[src/rtl/div_unit.sv]
// Radix-2 restoring divider for RV64M DIV/DIVU/REM/REMU and the W forms.
// Latency: result 65 cycles after accept (64-bit), 33 (W), 1 (div-by-zero or signed overflow).
// Backpressure: result held in DONE until out_ready; flush squashes any state, in_ready low while busy or flushing.
// Ports: clk/reset (async active-low); in_valid/in_ready request handshake with is_signed, is_rem,
//        is_word, a, b; flush squashes; out_valid/out_ready result handshake with result.
module div_unit #(
  parameter int XLEN = 64
) (
  input  logic            clk,
  input  logic            reset,
  input  logic            in_valid,
  output logic            in_ready,
  input  logic            is_signed,
  input  logic            is_rem,
  input  logic            is_word,
  input  logic [XLEN-1:0] a,
  input  logic [XLEN-1:0] b,
  input  logic            flush,
  output logic            out_valid,
  input  logic            out_ready,
  output logic [XLEN-1:0] result
);

  typedef enum logic [1:0] {IDLE, RUN, DONE} state_t;

  state_t          state;
  logic [XLEN-1:0] dvd;      // dividend bits shift out the top, quotient bits shift in the bottom
  logic [XLEN-1:0] dvs;      // |divisor|
  logic [XLEN-1:0] rem;      // partial remainder
  logic [6:0]      cnt;
  logic            neg_q;
  logic            neg_r;
  logic            l_rem;
  logic            l_word;

  // W results are always sign-extended from bit 31, unsigned forms included.
  function automatic logic [XLEN-1:0] wfix(input logic [XLEN-1:0] v, input logic w);
    return w ? {{32{v[31]}}, v[31:0]} : v;
  endfunction

  // Accept-side operand preparation
  logic [XLEN-1:0] ea, eb, abs_a, abs_b, min_neg, special_res;
  logic            sa, sb, div_zero, ovf;

  always_comb begin
    if (is_word) begin
      ea = is_signed ? {{32{a[31]}}, a[31:0]} : {32'b0, a[31:0]};
      eb = is_signed ? {{32{b[31]}}, b[31:0]} : {32'b0, b[31:0]};
    end else begin
      ea = a;
      eb = b;
    end
    sa       = is_signed & ea[XLEN-1];
    sb       = is_signed & eb[XLEN-1];
    abs_a    = sa ? -ea : ea;
    abs_b    = sb ? -eb : eb;
    min_neg  = is_word ? 64'hFFFF_FFFF_8000_0000 : 64'h8000_0000_0000_0000;
    div_zero = (eb == '0);
    ovf      = is_signed && (ea == min_neg) && (eb == '1);
    if (div_zero)
      special_res = is_rem ? ea : '1;
    else
      special_res = is_rem ? '0 : ea;
    special_res = wfix(special_res, is_word);
  end

  // One restoring step. The shifted remainder needs 65 bits because an unsigned
  // divisor can use all 64 bits.
  logic [XLEN:0]   rem_sh, diff;
  logic            ge;
  logic [XLEN-1:0] rem_nx, q_nx, fin_q, fin_r, fin;

  always_comb begin
    rem_sh = {rem, dvd[XLEN-1]};
    diff   = rem_sh - {1'b0, dvs};
    ge     = (rem_sh >= {1'b0, dvs});
    rem_nx = ge ? diff[XLEN-1:0] : rem_sh[XLEN-1:0];
    q_nx   = {dvd[XLEN-2:0], ge};
    fin_q  = neg_q ? -q_nx : q_nx;
    fin_r  = neg_r ? -rem_nx : rem_nx;
    fin    = wfix(l_rem ? fin_r : fin_q, l_word);
  end

  assign in_ready = (state == IDLE) && !flush;

  always_ff @(posedge clk or negedge reset) begin
    if (!reset) begin
      state     <= IDLE;
      out_valid <= 1'b0;
      result    <= '0;
      dvd       <= '0;
      dvs       <= '0;
      rem       <= '0;
      cnt       <= '0;
      neg_q     <= 1'b0;
      neg_r     <= 1'b0;
      l_rem     <= 1'b0;
      l_word    <= 1'b0;
    end else if (flush) begin
      state     <= IDLE;
      out_valid <= 1'b0;
    end else begin
      case (state)
        IDLE: begin
          if (in_valid) begin
            // W operands sit in the upper half so the 32 steps consume them MSB first.
            dvd    <= is_word ? {abs_a[31:0], 32'b0} : abs_a;
            dvs    <= abs_b;
            rem    <= '0;
            cnt    <= is_word ? 7'd32 : 7'd64;
            neg_q  <= sa ^ sb;
            neg_r  <= sa;
            l_rem  <= is_rem;
            l_word <= is_word;
            if (div_zero || ovf) begin
              result    <= special_res;
              out_valid <= 1'b1;
              state     <= DONE;
            end else begin
              state <= RUN;
            end
          end
        end
        RUN: begin
          rem <= rem_nx;
          dvd <= q_nx;
          cnt <= cnt - 7'd1;
          if (cnt == 7'd1) begin
            result    <= fin;
            out_valid <= 1'b1;
            state     <= DONE;
          end
        end
        DONE: begin
          if (out_ready) begin
            out_valid <= 1'b0;
            state     <= IDLE;
          end
        end
        default: begin
          state     <= IDLE;
          out_valid <= 1'b0;
        end
      endcase
    end
  end

endmodule

[config.mk]
export PLATFORM = sky130hd
export DESIGN_NAME = div_unit
export DESIGN_NICKNAME = d
export VERILOG_FILES = /design/src/rtl/div_unit.sv
export SDC_FILE = /design/constraint.sdc
export NUM_CORES = 1
export LEC_CHECK = 0
export BUFFER_PORTS_ARGS = -buffer_cell sky130_fd_sc_hd__buf_2
export CAP_MARGIN = 20
export CELL_PAD_IN_SITES_DETAIL_PLACEMENT = 1
export CELL_PAD_IN_SITES_GLOBAL_PLACEMENT = 1
export CORE_ASPECT_RATIO = 0.9
export CORE_MARGIN = 3
export CORE_UTILIZATION = 35
export DETAILED_ROUTE_END_ITERATION = 6
export HOLD_SLACK_MARGIN = 0.06
export PLACE_DENSITY_LB_ADDON = 0.1
export SLEW_MARGIN = 25
export SYNTH_ARGS = -nofsm -noshare
export SYNTH_HDL_FRONTEND = slang
export SYNTH_SLANG_ARGS = --single-unit
export TNS_END_PERCENT = 10
[constraint.sdc]
create_clock -name clk -period 12.5 [get_ports clk]
set_input_delay 1.875 -clock clk [delete_from_list [all_inputs] [get_ports clk]]
set_output_delay 1.875 -clock clk [all_outputs]
set_load 0.005 [all_outputs]
==> results of run 1 <==
==> routing by layer <==
metal	track usage (%)	vias to the layer above	wire, µm
met4	7.33	2	2940
met5	0	-	13
li1	-	12900	-
met1	49.4	14700	62600
met3	3.95	148	8380
met2	51.8	1054	58400
==> power by group through the flow <==
stage,Combinational (µW),Clock (µW),Sequential (µW)
after floorplan,5110,0,1580
after global placement,7400,0,1790
after detailed placement,7490,0,1810
after CTS,7540,1210,1800
after global routing,8270,1250,1860
final,7650,1190,1810
==> critical path, delay by kind of cell, from the launching register on <==
| kind | cells | cell delay (ns) |
|---|---|---|
| AOI/OAI and AO/OA | 9 | 2.49 |
| and+or+nand+nor | 7 | 2.26 |
| buffers and inverters | 2 | 1.17 |
| adders and majority gates | 2 | 0.75 |
| DFF | 1 | 0.43 |
| xor gates and xnor gates | 1 | 0.16 |
==> sequential cells by signal (all words and copies together) (netlist names) <==
register and cells:
neg_q 1, result 64, cnt 7, dvs 64
neg_r 1, l_word 1, dvd 64, rem 64
state 2, out_valid 1, l_rem 1
==> layout by cell type, fill, tap and decap left out, types with 48 or more instances in the layout <==
master / synthesis / layout
o31ai_1: 52 / 52
o211ai_1: 74 / 74
ha_1: 71 / 71
nor3_1: 81 / 78
xor2_1: 109 / 109
buf_2: 52 / 199
a21oi_1: 265 / 262
inv_1: 149 / 149
a211oi_1: 51 / 51
a31oi_1: 67 / 67
nand2_1: 438 / 436
nor4_1: 53 / 51
mux2i_1: 48 / 48
o21ai_0: 393 / 393
dfrtp_1: 270 / 268
xnor2_1: 146 / 146
nor2_1: 313 / 309
nand4_1: 69 / 69
==> final timing paths <==
path                       startpoint  slack, ns          to  depth (start not counted)
max in group asynchronous       reset       8.80       neg_q                          3
min reg2reg                 result[0]       0.47   result[0]                          2
max                           rem[37]       5.13  result[58]                         21
min in group asynchronous       reset       1.29   result[7]                          1
max reg2reg                   rem[37]       5.13  result[58]                         21
min                         result[0]       0.47   result[0]                          2
==> metrics by stage <==
step | worst slack [ns] | power [µW] | hold slack, ns
6_report | 5.13 | 10600 | 0.472
5_1_grt | 4.65 | 11400 | 0.500
2_1_floorplan | 6.89 | 6690 | 0.449
3_3_place_gp | 4.65 | 9190 | 0.457
4_1_cts | 5.30 | 10500 | 0.484
3_5_place_dp | 5.05 | 9300 | 0.467
==> kinds of logic after synthesis <==
logic type / count (synthesis)
simple gates: 1222
fa+ha+maj: 72
flops: 270
buf+inv: 383
compound gates: 1247
mux: 57
xor+xnor: 255
==> area by class of cell <==
type / count / share of cell area (%)
antenna: 1 / 0.00867
clock buffer: 54 / 3.74
clock inverter: 13 / 0.823
inverter: 150 / 1.95
multi-input combinational: 2853 / 61.3
sequential: 270 / 23.4
tap: 960 / 4.16
timing repair buffer: 241 / 4.58
==> reports/metrics.cfg, run 1 <==
[outcome]
outcome=finished clean

[synthesis]
netlist_instances=3506
synthXorXnorAreaFrac_pct=8.62
yosysMostFrequentCell=nand2_1
yosys.area_share.simple_pct=22.6
synth_area_um2=25900
synth_cell_type_count=107
async_reset_ff_share_pct=100
synth_top_area_share_pct=26.1
ys_seq_area_share_pct=26.1
yosysWarnings=0
syn_avg_cell_area_um2=7.39
synth-seq-cells=270
synth.area.mux_share_pct=2.25
synth_flop_cell=dfrtp_1
synth_compound_area_share_pct=31.0
syn_nets=3714
synth_edf_count=0
synthTopCellsByArea=dfrtp_1 26%, o21ai_0 7.6%, nand2_1 6.3%
synth_largest_area_cell=dfrtp_1
synth_top_family_by_area=compound AO/OA/AOI/OAI gates
synth_common_cells=438 x nand2_1, 393 x o21ai_0, 313 x nor2_1
synth_fa_ha_area_share_pct=3.51

[pwr]
netSwitchingPower_uw=6220
p_leak_uw=0.0117
sw_frac_of_total_pct=58.4
power_frac_clock_pct=11.2
seqPwrFrac_pct=17.0
intPower_uw=4430
ir_drop_mv=0.167
powerDensity_nw_per_um2=369
combPwrFrac_pct=71.8

[critical_path]
worst_setup_path_start_kind=flip-flop
critical_path_class=reg -> reg
critPathRequiredTime_ns=13.01
cp_cell_sequence=ha_1 -> a21oi_2 -> o21ai_1 -> o21bai_1 -> a221o_1 -> a211oi_2 -> nand2_4 -> inv_2 -> buf_4 -> ha_1 -> nand2b_1 -> or4_1 -> nor4_1 -> nand4_1 -> o21ai_1 -> xnor2_1 -> nor2_1 -> a31oi_1 -> nand3_1 -> a21oi_1 -> a221o_1
cp.arrival_ns=7.87
cpMaxStageDelayCell=a211oi_2
critPathMaxFanout=48
cp-end-kind=flip-flop
max_stage_delay_ns=0.64

[die]
core_um2=73300
die_area_um2=77300
initial_core_util_pct=35.4
die_h_um=264
dieWidth_um=293
ios=202
rows=94

[placed_design]
dpl_cell_area_um2=27600
gp_congestion=0.955
dp_cells=4474
portBuffers=201
dp_hpwl_um=105000

[sta]
tns_ns=0
min_period_ns=7.37
skew_ns=0.0219
setup_viol=0
slew_headroom_pct=26.4
fin_crit_sh_pct=58.9
worst_pin_slew_ns=1.09
clock.fmax_ghz=0.136
rsz0062_at_grt=false
finalMaxSlewViolations=0
hold_viol=0

[route]
drtIter0Drc=2741
vias_per_cell=6.35
wl_per_cell_um=29.1
vias=28900
drt-total-wl_um=132000
dr.pass1.iters=5
drc=0
final_antenna_net_count=0

[clock_tree]
cts.sinks=270
cts_resized=0
cts_buffers=37
h-tree-depth=2
cts_hold_buf=0
post_cts_buffers=0
root_buffer=clkbuf_16
clk_pin_slew_ns=0.06
insertion_delay_ns=0.58
cts_buffer_depth=3
cts_tree=done

[global_routing]
grt-ovfl-total=0
grt_pass1_wl_um=195000
grt_antenna_before_repair=11
grt_pass1_vias=28400
track_usage_pct=33.3
grt_max_degree=95

[flow_run]
cap_violations=0

[layout]
multi_input_area_um2=17700
final_cells=4542
final_util_pct=39.4
stdcell_area_um2=28900
nFillCells=9068
fin_nets=3761
syn_to_final_growth_pct=11.4
seq_area_um2=6760
drive_gt1_share_pct=10.9

[hold_path]
hold_class=reg -> reg

(Power assumes the default switching activity.)
==> run 2, diff against run 1 <==
clock period = 7.17 ns   (was 12.5 ns; I/O delays follow)
==> run 2 against run 1 <==
Compared with the run above: sequential power is 72% higher; critical path type unchanged; highest routed layer unchanged; power up 75%; clock skew increased by 0.0062 ns.
==> reports/metrics.cfg, run 2 (synthesized netlist as in run 1, its figures left out) <==
[die]
core_um2=73300  ; unchanged
die_h_um=264  ; unchanged
dieWidth_um=293  ; unchanged
initial_core_util_pct=35.4  ; unchanged
ios=202  ; unchanged
rows=94  ; unchanged
die_area_um2=77300  ; unchanged

[pwr]
netSwitchingPower_uw=10900  ; +75%
sw_frac_of_total_pct=58.5  ; +0.16 points
power_frac_clock_pct=11.1  ; about the same
seqPwrFrac_pct=16.7  ; -0.3 points
combPwrFrac_pct=72.2  ; +0.4 points
p_leak_uw=0.0118  ; +0.38%
ir_drop_mv=0.275  ; +65%
intPower_uw=7710  ; +74%
powerDensity_nw_per_um2=643  ; +74%

[placed_design]
place_ws_ns=0.951  ; -4.10 ns
gp_congestion=0.951  ; -0.42%
portBuffers=201  ; unchanged
dp_hpwl_um=105000  ; +0.16%
dp_cells=4486  ; +0.27%

[layout]
final_cells=4556  ; +0.31%
drive_gt1_share_pct=11.2  ; +0.24 points
final_util_pct=39.5  ; +0.087 points
final_common_cell=nand2_1
syn_to_final_growth_pct=11.7
nFillCells=9066  ; -0.022%
fin_nets=3773  ; +0.32%
mostFrequentLayoutCells=436 x nand2_1, 393 x o21ai_0, 309 x nor2_1, 268 x dfrtp_1, 263 x a21oi_1

[global_routing]
grt_max_degree=114  ; +20%
grt_pass1_wl_um=195000  ; -0.12%
grt_pass1_vias=28700  ; +0.85%
track_usage_pct=33.3  ; -0.070 points
grt-ovfl-total=0  ; unchanged
grt_antenna_before_repair=10  ; -1

[clock_tree]
post_cts_buffers=0  ; unchanged
cts_resized=0  ; unchanged
clk_pin_slew_ns=0.07  ; about the same
root_buffer=clkbuf_16
h-tree-depth=2  ; unchanged
cts_buffer_depth=3  ; unchanged
cts_hold_buf=0  ; unchanged
cts_buffers=37  ; unchanged
cts_tree=done
insertion_delay_ns=0.58  ; about the same
cts.sinks=270  ; unchanged

[flow_run]
cap_violations=0  ; unchanged

[sta]
layout_setup_ws_ns=0.783  ; -4.35 ns
rsz0062_at_grt=false
hold_viol=0  ; unchanged
holdWs_ns=0.478  ; +0.00599 ns
worst_pin_slew_ns=1.06  ; -0.0374 ns
setup_viol=0  ; unchanged
min_period_ns=6.39  ; -0.978 ns
tns_ns=0  ; unchanged
fin_crit_sh_pct=89.1  ; +30 points
clock.fmax_ghz=0.157  ; +15%
skew_ns=0.0281  ; +0.00623 ns
finalMaxSlewViolations=0  ; unchanged
slew_headroom_pct=29.4  ; +3.1 points

[critical_path]
critical_path_class=reg -> reg
cp-end-kind=flip-flop
critPathRequiredTime_ns=7.61  ; -5.40 ns
cp.arrival_ns=6.83  ; -1.04 ns
worst_setup_path_start_kind=flip-flop
critPathMaxFanout=13  ; -73%
crit_start=rem[14]
r2r_start=rem[14]

[hold_path]
hold_class=reg -> reg
hp-start=dvs[3]

[route]
drc=0  ; unchanged
vias_per_cell=6.34  ; -0.17%
final_antenna_net_count=0  ; unchanged
vias=28900  ; +0.14%
drtIter0Drc=2498  ; -8.9%
wl_per_cell_um=29.1  ; about the same
dr.pass1.iters=5  ; unchanged
drt-total-wl_um=133000  ; +0.27%

[outcome]
outcome=finished clean

-- run 2: changes by cell type in the layout (fill, tap and decap cells not counted), moves of 2 or more --
cell / delta
buf_4: +12
bufinv_16: -2
clkbuf_1: -5
clkinv_4: +2
clkinvlp_4: +4
o41ai_1: +2
o41ai_2: -2
-- run 2: final cells by class --
| cell class | instances | area (µm²) | share of cell area (%) |
|---|---|---|---|
| timing repair buffer | 253 | 1420 | 4.91 |
| multi-input combinational | 2853 | 17700 | 61.0 |
| sequential | 270 | 6760 | 23.4 |
| inverter | 150 | 563 | 1.95 |
| clock inverter | 18 | 238 | 0.821 |
| antenna | 2 | 5.00 | 0.0173 |
| tap | 960 | 1200 | 4.15 |
| clock buffer | 50 | 1090 | 3.75 |
-- run 2: worst paths after layout --
| kind | to | slack, ns | cells past startpoint |
|---|---|---|---|
| min in group asynchronous | result[10] | 0.56 | 1 |
| max | result[62] | 0.78 | 20 |
| min reg2reg | dvs[3] | 0.48 | 2 |
| max in group asynchronous | neg_q | 5.09 | 2 |
| max reg2reg | result[62] | 0.78 | 20 |
| min | dvs[3] | 0.48 | 2 |
-- run 2: metal layers --
| metal | vias up | wire [µm] | global-route usage (%) |
|---|---|---|---|
| met5 | - | 49 | 0 |
| met2 | 1025 | 59000 | 52.0 |
| met3 | 166 | 9190 | 4.93 |
| met1 | 14700 | 61100 | 48.3 |
| li1 | 13000 | - | - |
| met4 | 8 | 3300 | 7.58 |
-- run 2: power by group through the flow --
stage               Clock (µW)  Sequential [µW]  Combinational [µW]
detailed placement           0             3110               13100
finish                    2070             3110               13400
global route              2170             3190               14500
global placement             0             3070               13000
CTS                       2100             3090               13200
floorplan                    0             2750                8910
-- run 2: worst max-delay path: stages, from the launching register on --
cell       delay (ns)
dfrtp_1          0.45
ha_1             0.52
nand2_1          0.15
o21ai_0          0.56
nor2_1           0.19
a31oi_2          0.47
o2111ai_2        0.35
nand2_4          0.23
inv_2            0.13
mux2i_1          0.25
ha_1             0.31
nand2_1          0.09
a211o_1          0.33
nor4_1           0.35
a32oi_1          0.28
a211oi_2         0.31
and2_2           0.39
nand3_1          0.17
or4_1            0.50
nand3_1          0.12
o22ai_1          0.09
-- run 2: metrics by stage --
step | power, µW | cell area, µm²
after floorplan | 11700 | 25900
after global placement | 16100 | 27600
after detailed placement | 16300 | 27600
after CTS | 18400 | 28900
after global routing | 19900 | 28900
final | 18600 | 28900
